`src/rtl/cpu_core_mc.sv`:
```
// Multi-cycle processor core: 16-bit instructions fetched over a req/ack port,
// 16-entry register file, separate req/ack data port and a {V,C,N,Z} status register.
module cpu_core_mc #(
    parameter int                    DATA_WIDTH       = 16,
    parameter int                    ADDR_WIDTH       = 16,
    parameter logic [ADDR_WIDTH-1:0] RESET_VECTOR     = '0,
    parameter bit                    HALT_ON_RESERVED = 1'b0
) (
    input  logic                  clock,
    input  logic                  reset,
    output logic                  inst_req,
    output logic [ADDR_WIDTH-1:0] inst_addr,
    input  logic                  inst_ack,
    input  logic [15:0]           inst_rdata,
    output logic                  data_req,
    output logic                  data_we,
    output logic [ADDR_WIDTH-1:0] data_addr,
    output logic [DATA_WIDTH-1:0] data_wdata,
    input  logic                  data_ack,
    input  logic [DATA_WIDTH-1:0] data_rdata,
    output logic                  halted,
    output logic [ADDR_WIDTH-1:0] ip,
    output logic [3:0]            status
);
    typedef enum logic [2:0] {S_BOOT, S_FETCH, S_EXEC, S_MEM, S_HALT} state_t;

    localparam int MSB = DATA_WIDTH - 1;
    localparam logic [3:0] OP_ADD = 4'h0, OP_SUB = 4'h1, OP_AND = 4'h2, OP_OR  = 4'h3,
                           OP_XOR = 4'h4, OP_SHL = 4'h5, OP_SHR = 4'h6, OP_LDI = 4'h7,
                           OP_LD  = 4'h8, OP_ST  = 4'h9, OP_CMP = 4'hA, OP_JR  = 4'hB,
                           OP_RC  = 4'hC, OP_BR  = 4'hD, OP_RE  = 4'hE, OP_HLT = 4'hF;

    state_t                state_reg, state_next;
    logic [ADDR_WIDTH-1:0] ip_reg, ip_next;
    logic [15:0]           ir_reg, ir_next;
    logic [3:0]            status_reg, status_next;
    logic [DATA_WIDTH-1:0] rf_reg [16];
    logic                  wr_en;
    logic [DATA_WIDTH-1:0] wr_data;

    logic [3:0]            op, rd, ra, rb;
    logic [7:0]            imm8;
    logic [DATA_WIDTH-1:0] a, b, imm_d;
    logic [ADDR_WIDTH-1:0] ip_inc, ip_br;

    assign op     = ir_reg[15:12];
    assign rd     = ir_reg[11:8];
    assign ra     = ir_reg[7:4];
    assign rb     = ir_reg[3:0];
    assign imm8   = ir_reg[7:0];
    assign a      = rf_reg[ra];
    assign b      = rf_reg[rb];
    assign imm_d  = DATA_WIDTH'($signed(imm8));
    assign ip_inc = ip_reg + ADDR_WIDTH'(1);
    assign ip_br  = ip_reg + ADDR_WIDTH'($signed(imm8));

    // ALU; shifts by >= DATA_WIDTH already yield zero under SV shift semantics
    logic [DATA_WIDTH:0]   add_full, sub_full;
    logic [DATA_WIDTH-1:0] alu_res;
    logic                  alu_c, alu_v;
    logic [3:0]            alu_flags;

    always_comb begin
        add_full = {1'b0, a} + {1'b0, b};
        sub_full = {1'b0, a} - {1'b0, b};
        alu_res  = '0;
        alu_c    = status_reg[2];
        alu_v    = status_reg[3];
        case (op)
            OP_ADD: begin
                alu_res = add_full[MSB:0];
                alu_c   = add_full[DATA_WIDTH];
                alu_v   = (a[MSB] == b[MSB]) && (alu_res[MSB] != a[MSB]);
            end
            OP_SUB, OP_CMP: begin
                alu_res = sub_full[MSB:0];
                alu_c   = ~sub_full[DATA_WIDTH];
                alu_v   = (a[MSB] != b[MSB]) && (alu_res[MSB] != a[MSB]);
            end
            OP_AND: begin alu_res = a & b; alu_c = 1'b0; alu_v = 1'b0; end
            OP_OR:  begin alu_res = a | b; alu_c = 1'b0; alu_v = 1'b0; end
            OP_XOR: begin alu_res = a ^ b; alu_c = 1'b0; alu_v = 1'b0; end
            OP_SHL: alu_res = a << b;
            OP_SHR: alu_res = a >> b;
            default: ;
        endcase
    end

    assign alu_flags = {alu_v, alu_c, alu_res[MSB], alu_res == '0};

    logic br_take;
    always_comb begin
        case (rd)
            4'h0:    br_take = 1'b1;
            4'h1:    br_take = status_reg[0];
            4'h2:    br_take = ~status_reg[0];
            4'h3:    br_take = status_reg[2];
            4'h4:    br_take = ~status_reg[2];
            4'h5:    br_take = status_reg[1];
            4'h6:    br_take = ~status_reg[1];
            4'h7:    br_take = status_reg[3];
            default: br_take = 1'b0;
        endcase
    end

    always_comb begin
        state_next  = state_reg;
        ip_next     = ip_reg;
        ir_next     = ir_reg;
        status_next = status_reg;
        wr_en       = 1'b0;
        wr_data     = alu_res;
        case (state_reg)
            S_BOOT: state_next = S_FETCH;
            S_FETCH: if (inst_ack) begin
                ir_next    = inst_rdata;
                state_next = S_EXEC;
            end
            S_EXEC: begin
                state_next = S_FETCH;
                ip_next    = ip_inc;
                case (op)
                    OP_ADD, OP_SUB, OP_AND, OP_OR, OP_XOR, OP_SHL, OP_SHR: begin
                        wr_en       = 1'b1;
                        status_next = alu_flags;
                    end
                    OP_LDI: begin
                        wr_en   = 1'b1;
                        wr_data = imm_d;
                    end
                    OP_LD, OP_ST: begin
                        state_next = S_MEM;
                        ip_next    = ip_reg;
                    end
                    OP_CMP: status_next = alu_flags;
                    OP_JR:  ip_next = a[ADDR_WIDTH-1:0];
                    OP_RC, OP_BR, OP_RE: begin
                        if (HALT_ON_RESERVED) begin
                            state_next = S_HALT;
                            ip_next    = ip_reg;
                        end else if (op == OP_BR && br_take) begin
                            ip_next = ip_br;
                        end
                    end
                    OP_HLT: begin
                        state_next = S_HALT;
                        ip_next    = ip_reg;
                    end
                    default: ;
                endcase
            end
            S_MEM: if (data_ack) begin
                wr_en      = (op == OP_LD);
                wr_data    = data_rdata;
                ip_next    = ip_inc;
                state_next = S_FETCH;
            end
            S_HALT: state_next = S_HALT;
            default: state_next = S_BOOT;
        endcase
    end

    always_ff @(posedge clock or posedge reset) begin
        if (reset) begin
            state_reg  <= S_BOOT;
            ip_reg     <= RESET_VECTOR;
            ir_reg     <= '0;
            status_reg <= '0;
        end else begin
            state_reg  <= state_next;
            ip_reg     <= ip_next;
            ir_reg     <= ir_next;
            status_reg <= status_next;
        end
    end

    // r0 is never written, so it reads as zero forever after reset
    genvar gi;
    generate
        for (gi = 0; gi < 16; gi++) begin : g_rf
            always_ff @(posedge clock or posedge reset) begin
                if (reset)
                    rf_reg[gi] <= '0;
                else if (wr_en && rd == 4'(gi) && gi != 0)
                    rf_reg[gi] <= wr_data;
            end
        end
    endgenerate

    assign inst_req   = (state_reg == S_FETCH);
    assign inst_addr  = ip_reg;
    assign data_req   = (state_reg == S_MEM);
    assign data_we    = (state_reg == S_MEM) && (op == OP_ST);
    assign data_addr  = a[ADDR_WIDTH-1:0];
    assign data_wdata = b;
    assign halted     = (state_reg == S_HALT);
    assign ip         = ip_reg;
    assign status     = status_reg;
endmodule

```
`config.mk`:
```
export PLATFORM = sky130hd
export DESIGN_NAME = cpu_core_mc
export DESIGN_NICKNAME = d
export VERILOG_FILES = /design/src/rtl/cpu_core_mc.sv
export SDC_FILE = /design/constraint.sdc
export NUM_CORES = 1
export LEC_CHECK = 0
export BUFFER_PORTS_ARGS = -buffer_cell sky130_fd_sc_hd__clkbuf_2
export CORE_MARGIN = 4
export CORE_UTILIZATION = 50
export DETAILED_ROUTE_END_ITERATION = 8
export HOLD_SLACK_MARGIN = 0.12
export PLACE_DENSITY_LB_ADDON = 0.25
export SKIP_CTS_REPAIR_TIMING = 1
export SLEW_MARGIN = 20
export SYNTH_ARGS = -nofsm -noshare
export SYNTH_HDL_FRONTEND = slang
export SYNTH_SLANG_ARGS = --single-unit
```
`constraint.sdc`:
```
create_clock -name clock -period 11.2 [get_ports clock]
set_input_delay 0 -clock clock [delete_from_list [all_inputs] [get_ports clock]]
set_output_delay 0 -clock clock [all_outputs]
set_load 0.02 [all_outputs]
```
==> results.md, run 1 <==
- Status: finished clean
- Distinct cells, synth: between 90 and 100
- H-tree level count: 1
- Post-route clock period utilization: roughly 64%
- Final setup fails: 0
- RSZ-0062 raised after global routing: false
- Crit path max fanout: 45
- Dominant cell type by area after synthesis: dfrtp_1
- CP peak stage delay: about 0.98 ns
- Worst skew pair latency: 0.58 ns
- Post-Place Cell Area: ~21,000 um2
- CTS buffer count: 31
- Top delay family on crit path: compound AO/OA/AOI/OAI gates
- Die ar.: approximately 44,000 um2
- Yosys reg bits: between 200 and 300
- Layout Nets: around 2.3k
- DRT Pass-1 Iters: 6
- CTS tree: done
- Post-synth EDFFs: 0
- Layout cells sized above 1: about a fifth
- Max Cap Viol: 0
- Top post-synthesis cells by area: dfrtp_1 (34%), mux4_2 (8.0%), a21oi_1 (5.9%), nor2_1 (5.3%), mux2_2 (4.4%)
- Max Transition Viols Final: 0
- Reg2reg start: ir_reg[0]$_DFFE_PP0P_
- Final Non-Filler Cells: 2,767
- Syn Area/Cell: roughly 9.3 um2
- First-pass GRT wire length: about 110 mm
- Worst path cell trace: buf_4 > mux2_2 > a221oi_1 > o31a_1 > buf_4 > inv_2 > ha_1 > fa_1 > a21o_1 > a21oi_1 > o21a_1 > o21ai_0 > or2_2 > a2bb2oi_1 > o211ai_1 > a31oi_1 > nor2_1 > a211oi_2 > o21ai_0
- Area grow syn2layout: 9.445%
- GRT Resource Usage Total: between 30% and 40%
- CP Launch Type: flop
- Crit. End Element: flop
- Clock-pin transition on the worst setup and hold timing paths: approximately 0.06 ns
- R2R Setup Slk: 4.02 ns
- Mapped Cells: 2,191
- Post-route DRC: 0
- Register area share after synthesis: between 30% and 40%
- Fin. Hold Viols: 0
- Via-per-instance ratio: between 6 and 7
- Initial DRC Count: between 2k and 2.5k
- Die width: between 200 and 250 um
- Setup TNS: 0 ns
- Worst hold path class: in -> async
- Placed cells: approximately 2.7k
- Path type of the worst setup path: reg -> reg
- Crit path time final: a little over 7 ns
- Final instance area: ~22,000 um2
- Post-DP HPWL: a little under 50 mm
- Remaining global-route overflow: 0
- Placer Congestion: just under 1
- WP data arrival: approximately 7.6 ns
- Post-DRT Antenna Nets: 0
- Largest net degree at the start of global routing: 154
- Post-synthesis cell area: between 20,000 and 25,000 um2
- Syn_nets: between 2k and 2.5k
- CTS sink cnt: approximately 280
- CTS root buf: clkbuf_16
- Starting Density: roughly 50%
- Initial antenna violation count: 0
- Final Skew: roughly 0.012 ns
- Die Ht: between 200 and 250 um
- Synth Flop Type: dfrtp_1
- Critical path buffer and inverter count: 3
- FP Rows: 73
- Post-layout util: a little under three fifths
- Yosys warnings: 16
- Worst r2r path cells: 19
- Wire length per cell: ~26 um
- Fmax: 0.1393 GHz
- Clock Tree Buf Depth: 3
- Max FFs per register: between 200 and 250
- Routed Wire Length: 72.40 mm
- Rel. slew slack: between 20% and 30%
- FF-to-FF End: rf_reg[74]$_DFFE_PP0P_
- Worst path required time: roughly 12 ns
- Detailed-route via count: 18.39k
- Slew @ Worst Pin: approximately 1.2 ns
- IO Pins: about 110
- CORE AREA: 40,010 um2
- Share of the synthesized area in the top cell type: 34.25%
- Vias in the first global route: around 18k
- CP max stage cell: dfrtp_4
- FFs w/ async S/R, synth: between 90% and 100%
- # port buffers: between 100 and 150
-- metrics by stage --
step | hold WS, ns | setup WS [ns]
finish | 0.1155 | 4.021
detailed placement | 0.2378 | 4.197
global route | 0.2128 | 3.572
CTS | -0.3638 | 4.186
floorplan | 0.1168 | 3.506
global placement | 0.2311 | 4.304
-- layer usage --
| metal | vias to the layer above | track usage (%) | wire [um] |
|---|---|---|---|
| li1 | 8113 | - | - |
| met1 | 9072 | 44.81 | 29380 |
| met2 | 1020 | 49.11 | 32610 |
| met3 | 188 | 5.022 | 6720 |
| met4 | 0 | 13.30 | 3688 |
| met5 | - | 0 | 0 |
-- cell type report --
type                       count  area [um2]
timing repair buffer         186        1199
sequential                   279        6995
antenna                        1       2.502
inverter                      66       260.3
tap                          525       656.9
clock inverter                 8       118.9
fill                        3631       17690
clock buffer                  47       875.8
multi-input combinational   1655       12200
-- worst max path at each step --
stage / cells past startpoint / slack [ns] / start / endpoint
global route: 19 / 3.57 / ir_reg[0]$_DFFE_PP0P_ / rf_reg[138]$_DFFE_PP0P_
detailed placement: 19 / 4.20 / ir_reg[0]$_DFFE_PP0P_ / rf_reg[74]$_DFFE_PP0P_
global placement: 19 / 4.30 / ir_reg[0]$_DFFE_PP0P_ / rf_reg[74]$_DFFE_PP0P_
floorplan: 1 / 3.51 / reset / inst_addr[0]$_DFFE_PP0P_
CTS: 19 / 4.19 / ir_reg[0]$_DFFE_PP0P_ / rf_reg[74]$_DFFE_PP0P_
finish: 19 / 4.02 / ir_reg[0]$_DFFE_PP0P_ / rf_reg[74]$_DFFE_PP0P_
-- synthesized netlist by cell type, types with 14 or more instances --
master	count
nor3_1	35
o22ai_1	17
mux2_2	80
nor4_1	15
mux4_2	72
nand2_1	144
a221oi_1	44
a22oi_1	20
mux2i_1	86
nand3_1	36
clkbuf_1	106
a21oi_1	240
buf_2	29
nand2b_1	16
dfrtp_1	279
buf_4	33
inv_1	61
o31a_1	14
nor2_1	286
nor2b_1	17
a21oi_2	19
o21ai_0	147
ha_1	68
a221o_1	14
a21o_1	24
xnor2_1	23
-- cell families after synthesis --
kind of cell               count (synthesis)  synth area share, %
AOI/OAI and AO/OA                        695                22.42
and+or+nand+nor                          610                13.27
DFF                                      279                34.25
buffers and inverters                    257                6.346
muxes                                    250                18.01
adders and majority gates                 71                4.468
xor gates and xnor gates                  29                1.246
-- worst register-to-register path, stage by stage, from the launching register on --
cell,delay (ns)
dfrtp_4,0.98
buf_4,0.72
mux2_2,0.44
a221oi_1,0.29
o31a_1,0.18
buf_4,0.37
inv_2,0.38
ha_1,0.33
fa_1,0.42
a21o_1,0.20
a21oi_1,0.38
o21a_1,0.17
o21ai_0,0.12
or2_2,0.31
a2bb2oi_1,0.17
o211ai_1,0.12
a31oi_1,0.26
nor2_1,0.09
a211oi_2,0.89
o21ai_0,0.22
-- cell usage in the layout (no fill, tap or decap), types with 10 or more instances in the layout --
cell type,count
a221o_1,14
clkbuf_16,31
clkbuf_1,12
mux4_2,72
o31a_1,14
nor3_1,33
xnor2_1,23
nor2_1,280
nor2b_1,17
mux2_2,80
and3_1,11
o21ai_0,147
inv_1,60
dfrtp_1,274
o21a_1,10
nand3_1,36
o211ai_1,12
a22o_1,11
a21o_1,24
mux4_1,10
a22oi_1,20
nand2_1,144
a21oi_2,20
o21bai_1,10
mux2i_1,86
o22ai_1,16
clkbuf_2,107
and2_1,10
nor4_1,11
nand2b_1,16
a21oi_1,239
a31oi_1,10
ha_1,68
buf_4,51
a221oi_1,44
dlygate4sd3_1,28
Power of run 1 is left out: the tool's default activity adds up to more than one toggle a clock period on the data nets, which glitch-free logic cannot reach.
==> run 2: changes to the inputs <==
==> constraint.sdc (replaced) <==
create_clock -name clock -period 7.08 [get_ports clock]
set_input_delay 0 -clock clock [delete_from_list [all_inputs] [get_ports clock]]
set_output_delay 0 -clock clock [all_outputs]
set_load 0.02 [all_outputs]
==> run 2 against run 1 <==
  * Setup slack got worse by 3.2 ns
  * Global-route usage fell by 0.092 points
  * Cell area rose by 1.2%
  * Clock skew rose by 0.00078 ns
  * Die area did not move
  * Flip-flop and latch count did not move
  * Largest cell class unchanged
  * Fmax rose by 15%
  * Clock-buffer cell count fell by 8
  * Via count rose by 0.37%
  * Register-to-register slack got worse by 3.2 ns
  * Critical path depth fell by 2
  * Final cell count rose by 0.94%
==> results.md, run 2 (synthesized netlist as in run 1, its figures left out) <==
- Capture point of the worst path: rf_reg[207]$_DFFE_PP0P_
- Clock Tree Buf Depth: 3 (unchanged)
- CTS root buf: clkbuf_16
- Via-per-instance ratio: 6.610 (-0.56%)
- Initial antenna violation count: 0 (unchanged)
- Crit path max fanout: 35 (-22%)
- DRT Pass-1 Iters: 8 (+2)
- WP data arrival: 6.67 ns (-0.93 ns)
- Die Ht: 209.9 um (unchanged)
- Remaining global-route overflow: 0 (unchanged)
- Worst r2r path cells: 17 (-2)
- CORE AREA: 40,010 um2 (unchanged)
- Fmax: 0.1599 GHz (+15%)
- CP max stage cell: dfrtp_4
- Crit. Startpoint: ir_reg[4]$_DFFE_PP0P_
- Placer Congestion: 1.035 (+5.5%)
- Post-route clock period utilization: 88.33% (+24 points)
- Slew @ Worst Pin: 1.137 ns (-0.02280 ns)
- Crit path time final: 6.254 ns (-0.9254 ns)
- Path type of the worst setup path: reg -> reg
- Die ar.: 44,070 um2 (unchanged)
- Reg2reg start: ir_reg[4]$_DFFE_PP0P_
- Hold Path Stages: 6
- Largest net degree at the start of global routing: 145 (-5.8%)
- Max Cap Viol: 0 (unchanged)
- FF-to-FF End: rf_reg[207]$_DFFE_PP0P_
- Die width: 209.9 um (unchanged)
- RSZ-0062 raised after global routing: false
- Antenna Cells: 0 (-1)
- Commonest non-fill, non-tap cells in the layout: nor2_1 (280), dfrtp_1 (274), a21oi_1 (238), o21ai_0 (147), nand2_1 (144)
- Post-DP HPWL: 50.88 mm (+3.2%)
- Rel. slew slack: 24.06% (+1.5 points)
- Worst hold path class: in -> reg
- CTS buffer count: 29 (-6.5%)
- Wire length per cell: 25.83 um (-1.3%)
- Initial DRC Count: 2,055 (-4.2%)
- FP Rows: 73 (unchanged)
- Layout Nets: 2,352 (+1.1%)
- Post-DRT Antenna Nets: 0 (unchanged)
- IO Pins: 108 (unchanged)
- Worst path required time: 7.49 ns (-4.13 ns)
- Vias in the first global route: 17.73k (+1.2%)
- Cell mode on critical path: a221o_1
- Crit. End Element: flop
- First-pass GRT wire length: 109.4 mm (-0.20%)
- Area grow syn2layout: 10.78%
- Setup TNS: 0 ns (unchanged)
- Routed Wire Length: 72.16 mm (-0.34%)
- Clock-pin transition on the worst setup and hold timing paths: 0.07 ns (about the same)
- Starting Density: 50.96% (unchanged)
- Most common cell after layout, fill and taps aside: nor2_1
- GRT Resource Usage Total: 31.64% (-0.092 points)
- Final setup fails: 0 (unchanged)
- Post-route DRC: 0 (unchanged)
- Detailed-route via count: 18.46k (+0.37%)
- CP Launch Type: flop
- H-tree level count: 1 (unchanged)
- R2R Setup Slk: 0.83 ns (-3.19 ns)
- Worst skew pair latency: 0.58 ns (about the same)
- Worst path cell trace: nor2b_1 > buf_4 > a221o_1 > a21oi_1 > inv_1 > ha_1 > or3_1 > a31o_2 > a221o_1 > o22ai_1 > o31a_1 > o211ai_1 > a2bb2oi_1 > a2111o_1 > nor2_1 > o22a_1 > o21ai_0
- Layout cells sized above 1: 20.72% (+1.4 points)
- CTS tree: done
- CP peak stage delay: 0.85 ns (-0.13 ns)
- Max FFs per register: 240 (unchanged)
- Status: finished clean
- Fin. Hold Viols: 0 (unchanged)
- Final Skew: 0.01285 ns (+0.0007761 ns)
- Max Transition Viols Final: 0 (unchanged)
- Hold_sp: data_rdata[0]
- CTS sink cnt: 279 (unchanged)
- # port buffers: 107 (unchanged)
-- run 2: routing by layer --
metal / GRT usage [%] / part of all wire (%)
met2: 48.60 / 45
met4: 13.93 / 5.2
met1: 44.42 / 41
met5: 0 / 0
met3: 5.456 / 9.1
-- run 2: through the flow --
stage	cell area [um2]	hold WS (ns)	worst slack, ns	utilization (%)	instances
after floorplan	20390	0.1168	1.472	-	2191
after global placement	21250	0.2123	1.131	53.11	2712
after detailed placement	21250	0.2254	0.9390	53.11	2712
after CTS	22310	-0.3671	0.8830	55.76	2766
after global routing	22580	0.1525	0.4035	56.45	2793
final	22580	0.1550	0.8260	56.45	2793
-- run 2: cell type report --
type | instances | area [um2]
clock inverter | 15 | 227.7
timing repair buffer | 214 | 1431
sequential | 279 | 6995
clock buffer | 39 | 833.3
tap | 525 | 656.9
multi-input combinational | 1655 | 12190
inverter | 66 | 251.5
fill | 3576 | 17420
-- run 2: worst max-delay path, delay by kind of cell, from the launching register on --
kind / cells / cell delay (ns)
adder cells (fa/ha/maj): 1 / 0.27
AND/OR/NAND/NOR: 3 / 0.81
AO/OA/AOI/OAI: 11 / 3.64
flip-flops: 1 / 0.85
buffers and inverters: 2 / 0.48
-- run 2: worst min path at each step --
stage,to,slack [ns]
after floorplan,ir_reg[10]$_DFFE_PP0P_,0.12
after global placement,ir_reg[3]$_DFFE_PP0P_,0.21
after detailed placement,ir_reg[2]$_DFFE_PP0P_,0.23
after CTS,ir_reg[2]$_DFFE_PP0P_,-0.37
after global routing,rf_reg[224]$_DFFE_PP0P_,0.15
final,rf_reg[224]$_DFFE_PP0P_,0.15
Power of run 2 is left out for the same reason.
==> run 3: changes to the inputs <==
==> constraint.sdc (replaced) <==
create_clock -name clock -period 6.8 [get_ports clock]
set_input_delay 0 -clock clock [delete_from_list [all_inputs] [get_ports clock]]
set_output_delay 0 -clock clock [all_outputs]
set_load 0.02 [all_outputs]
==> run 3 against run 2 <==
  * Clock skew is 0.0029 ns lower
  * Final cell count is 0.25% higher
  * Wire length is 1.1% higher
  * Via count is 0.23% higher
  * Global-route usage is 0.59 points higher
  * Critical endpoint is now rf_reg[77]$_DFFE_PP0P_
  * Largest cell class unchanged
  * Highest routed layer unchanged
==> results.md, run 3 (synthesized netlist as in run 1, its figures left out) <==
- Status: finished clean
- Die width: 209.9 um (unchanged)
- Final setup fails: 0 (unchanged)
- Final Skew: 0.01000 ns (-0.002851 ns)
- Layout Nets: 2,359 (+0.30%)
- Worst path required time: 7.22 ns (-0.27 ns)
- Setup TNS: 0 ns (unchanged)
- Crit. End Element: flop
- Placer Congestion: 1.103 (+6.6%)
- Post-DP HPWL: 52.10 mm (+2.4%)
- Initial DRC Count: 2,231 (+8.6%)
- Crit path max fanout: 36 (+2.9%)
- CTS sink cnt: 279 (unchanged)
- Vias in the first global route: 17.81k (+0.42%)
- CP Launch Type: flop
- Dpl ws: 0.6554 ns (-0.2836 ns)
- GRT Resource Usage Total: 32.23% (+0.59 points)
- IO Pins: 108 (unchanged)
- Layout cells sized above 1: 20.79% (+0.068 points)
- Worst skew pair latency: 0.57 ns (about the same)
- Worst r2r path cells: 16 (-1)
- R2R Setup Slk: 0.54 ns (-0.28 ns)
- Worst path cell trace: buf_4 > mux4_2 > a22o_1 > a21oi_1 > inv_1 > ha_1 > a31o_2 > a221o_1 > o22ai_1 > o31a_1 > o22ai_1 > o21ai_0 > o2111ai_1 > nor2_1 > o22a_1 > o21ai_0
- RSZ-0062 raised after global routing: false
- Largest net degree at the start of global routing: 176 (+21%)
- Die ar.: 44,070 um2 (unchanged)
- Rel. slew slack: 19.35% (-4.7 points)
- CTS buffer count: 30 (+3.4%)
- Detailed-route via count: 18.50k (+0.23%)
- Post-route DRC: 0 (unchanged)
- WP data arrival: 6.68 ns (about the same)
- CP max stage cell: dfrtp_4
- Filler instances: 3,573 (-0.084%)
- Final instance area: 22,620 um2 (+0.14%)
- Fmax: 0.1598 GHz (about the same)
- Clock-pin transition on the worst setup and hold timing paths: 0.06 ns (about the same)
- FP Rows: 73 (unchanged)
- Worst hold path class: in -> async
- Slew @ Worst Pin: 1.209 ns (+0.07146 ns)
- Most common cell after layout, fill and taps aside: nor2_1
- FF/Latch Area: 6995 um2 (unchanged)
- PnR worst setup slack: 0.5426 ns (-0.2834 ns)
- CORE AREA: 40,010 um2 (unchanged)
- Max Cap Viol: 0 (unchanged)
- Max FFs per register: 240 (unchanged)
- Path type of the worst setup path: reg -> reg
- DRT Pass-1 Iters: 6 (-2)
- First-pass GRT wire length: 111.0 mm (+1.5%)
- Area of the multi-input gates: 12,190 um2 (about the same)
- Post-route clock period utilization: 92.02% (+3.7 points)
- CP peak stage delay: 0.86 ns (about the same)
- Area grow syn2layout: 10.93%
- Max Transition Viols Final: 0 (unchanged)
- Crit path time final: 6.257 ns (+0.003433 ns)
- Fin. Hold Viols: 0 (unchanged)
- Initial antenna violation count: 0 (unchanged)
- Remaining global-route overflow: 0 (unchanged)
- Routed Wire Length: 72.96 mm (+1.1%)
- Clock Tree Buf Depth: 3 (unchanged)
- # port buffers: 107 (unchanged)
- Post-Place Cell Area: 21,280 um2 (+0.18%)
- Die Ht: 209.9 um (unchanged)
- CTS tree: done
- CTS root buf: clkbuf_16
- Commonest non-fill, non-tap cells in the layout: nor2_1 (279), dfrtp_1 (274), a21oi_1 (239), o21ai_0 (147), nand2_1 (144)
- Via-per-instance ratio: 6.608 (about the same)
- Wire length per cell: 26.06 um (+0.86%)
- H-tree level count: 1 (unchanged)
- Starting Density: 50.96% (unchanged)
- Antenna Cells: 0 (unchanged)
- Post-DRT Antenna Nets: 0 (unchanged)
==> run 3: cell count changes in the layout (fill, tap and decap cells not counted), moves of 2 or more <==
cell | before | now
clkbuf_16 | 29 | 31
clkinv_2 | 4 | 6
buf_4 | 78 | 83
clkbuf_1 | 3 | 7
clkinvlp_4 | 6 | 1
==> run 3: stage by stage <==
stage	util [%]	std cells	hold WS (ns)
floorplan	-	2191	0.1168
global placement	53.19	2717	0.2188
detailed placement	53.20	2717	0.2184
CTS	55.81	2772	-0.3810
global route	56.53	2800	0.1714
finish	56.53	2800	0.1604
==> run 3: layout make-up <==
cell class / count / area share, %
Multi-Input combinational cell: 1655 / 53.90
Timing Repair Buffer: 220 / 6.539
Clock inverter: 11 / 0.7026
Inverter: 66 / 1.112
Tap cell: 525 / 2.905
Sequential cell: 279 / 30.93
Clock buffer: 44 / 3.911
==> run 3: routing by layer <==
metal,global-route usage (%),routed length [um],vias up
met5,0,0,-
met2,49.68,32550,1060
met4,16.43,4501,0
met3,5.665,6759,231
li1,-,-,8177
met1,44.06,29160,9035
==> run 3: critical path: cells and delay by family, from the launching register on <==
family | cells | cell delay (ns)
compound gates | 11 | 3.56
fa+ha+maj | 1 | 0.33
simple gates | 1 | 0.13
mux | 1 | 0.53
flops | 1 | 0.86
buf+inv | 2 | 0.63
==> run 3: final timing paths <==
path                                         from                       to
setup / recovery            ir_reg[4]$_DFFE_PP0P_   rf_reg[77]$_DFFE_PP0P_
setup reg to reg            ir_reg[4]$_DFFE_PP0P_   rf_reg[77]$_DFFE_PP0P_
hold / removal                              reset   rf_reg[99]$_DFFE_PP0P_
hold reg to reg            rf_reg[13]$_DFFE_PP0P_   rf_reg[13]$_DFFE_PP0P_
min in group clock                 data_rdata[15]  rf_reg[223]$_DFFE_PP0P_
max in group asynchronous                   reset    ir_reg[0]$_DFFE_PP0P_
Power of run 3 is left out for the same reason.
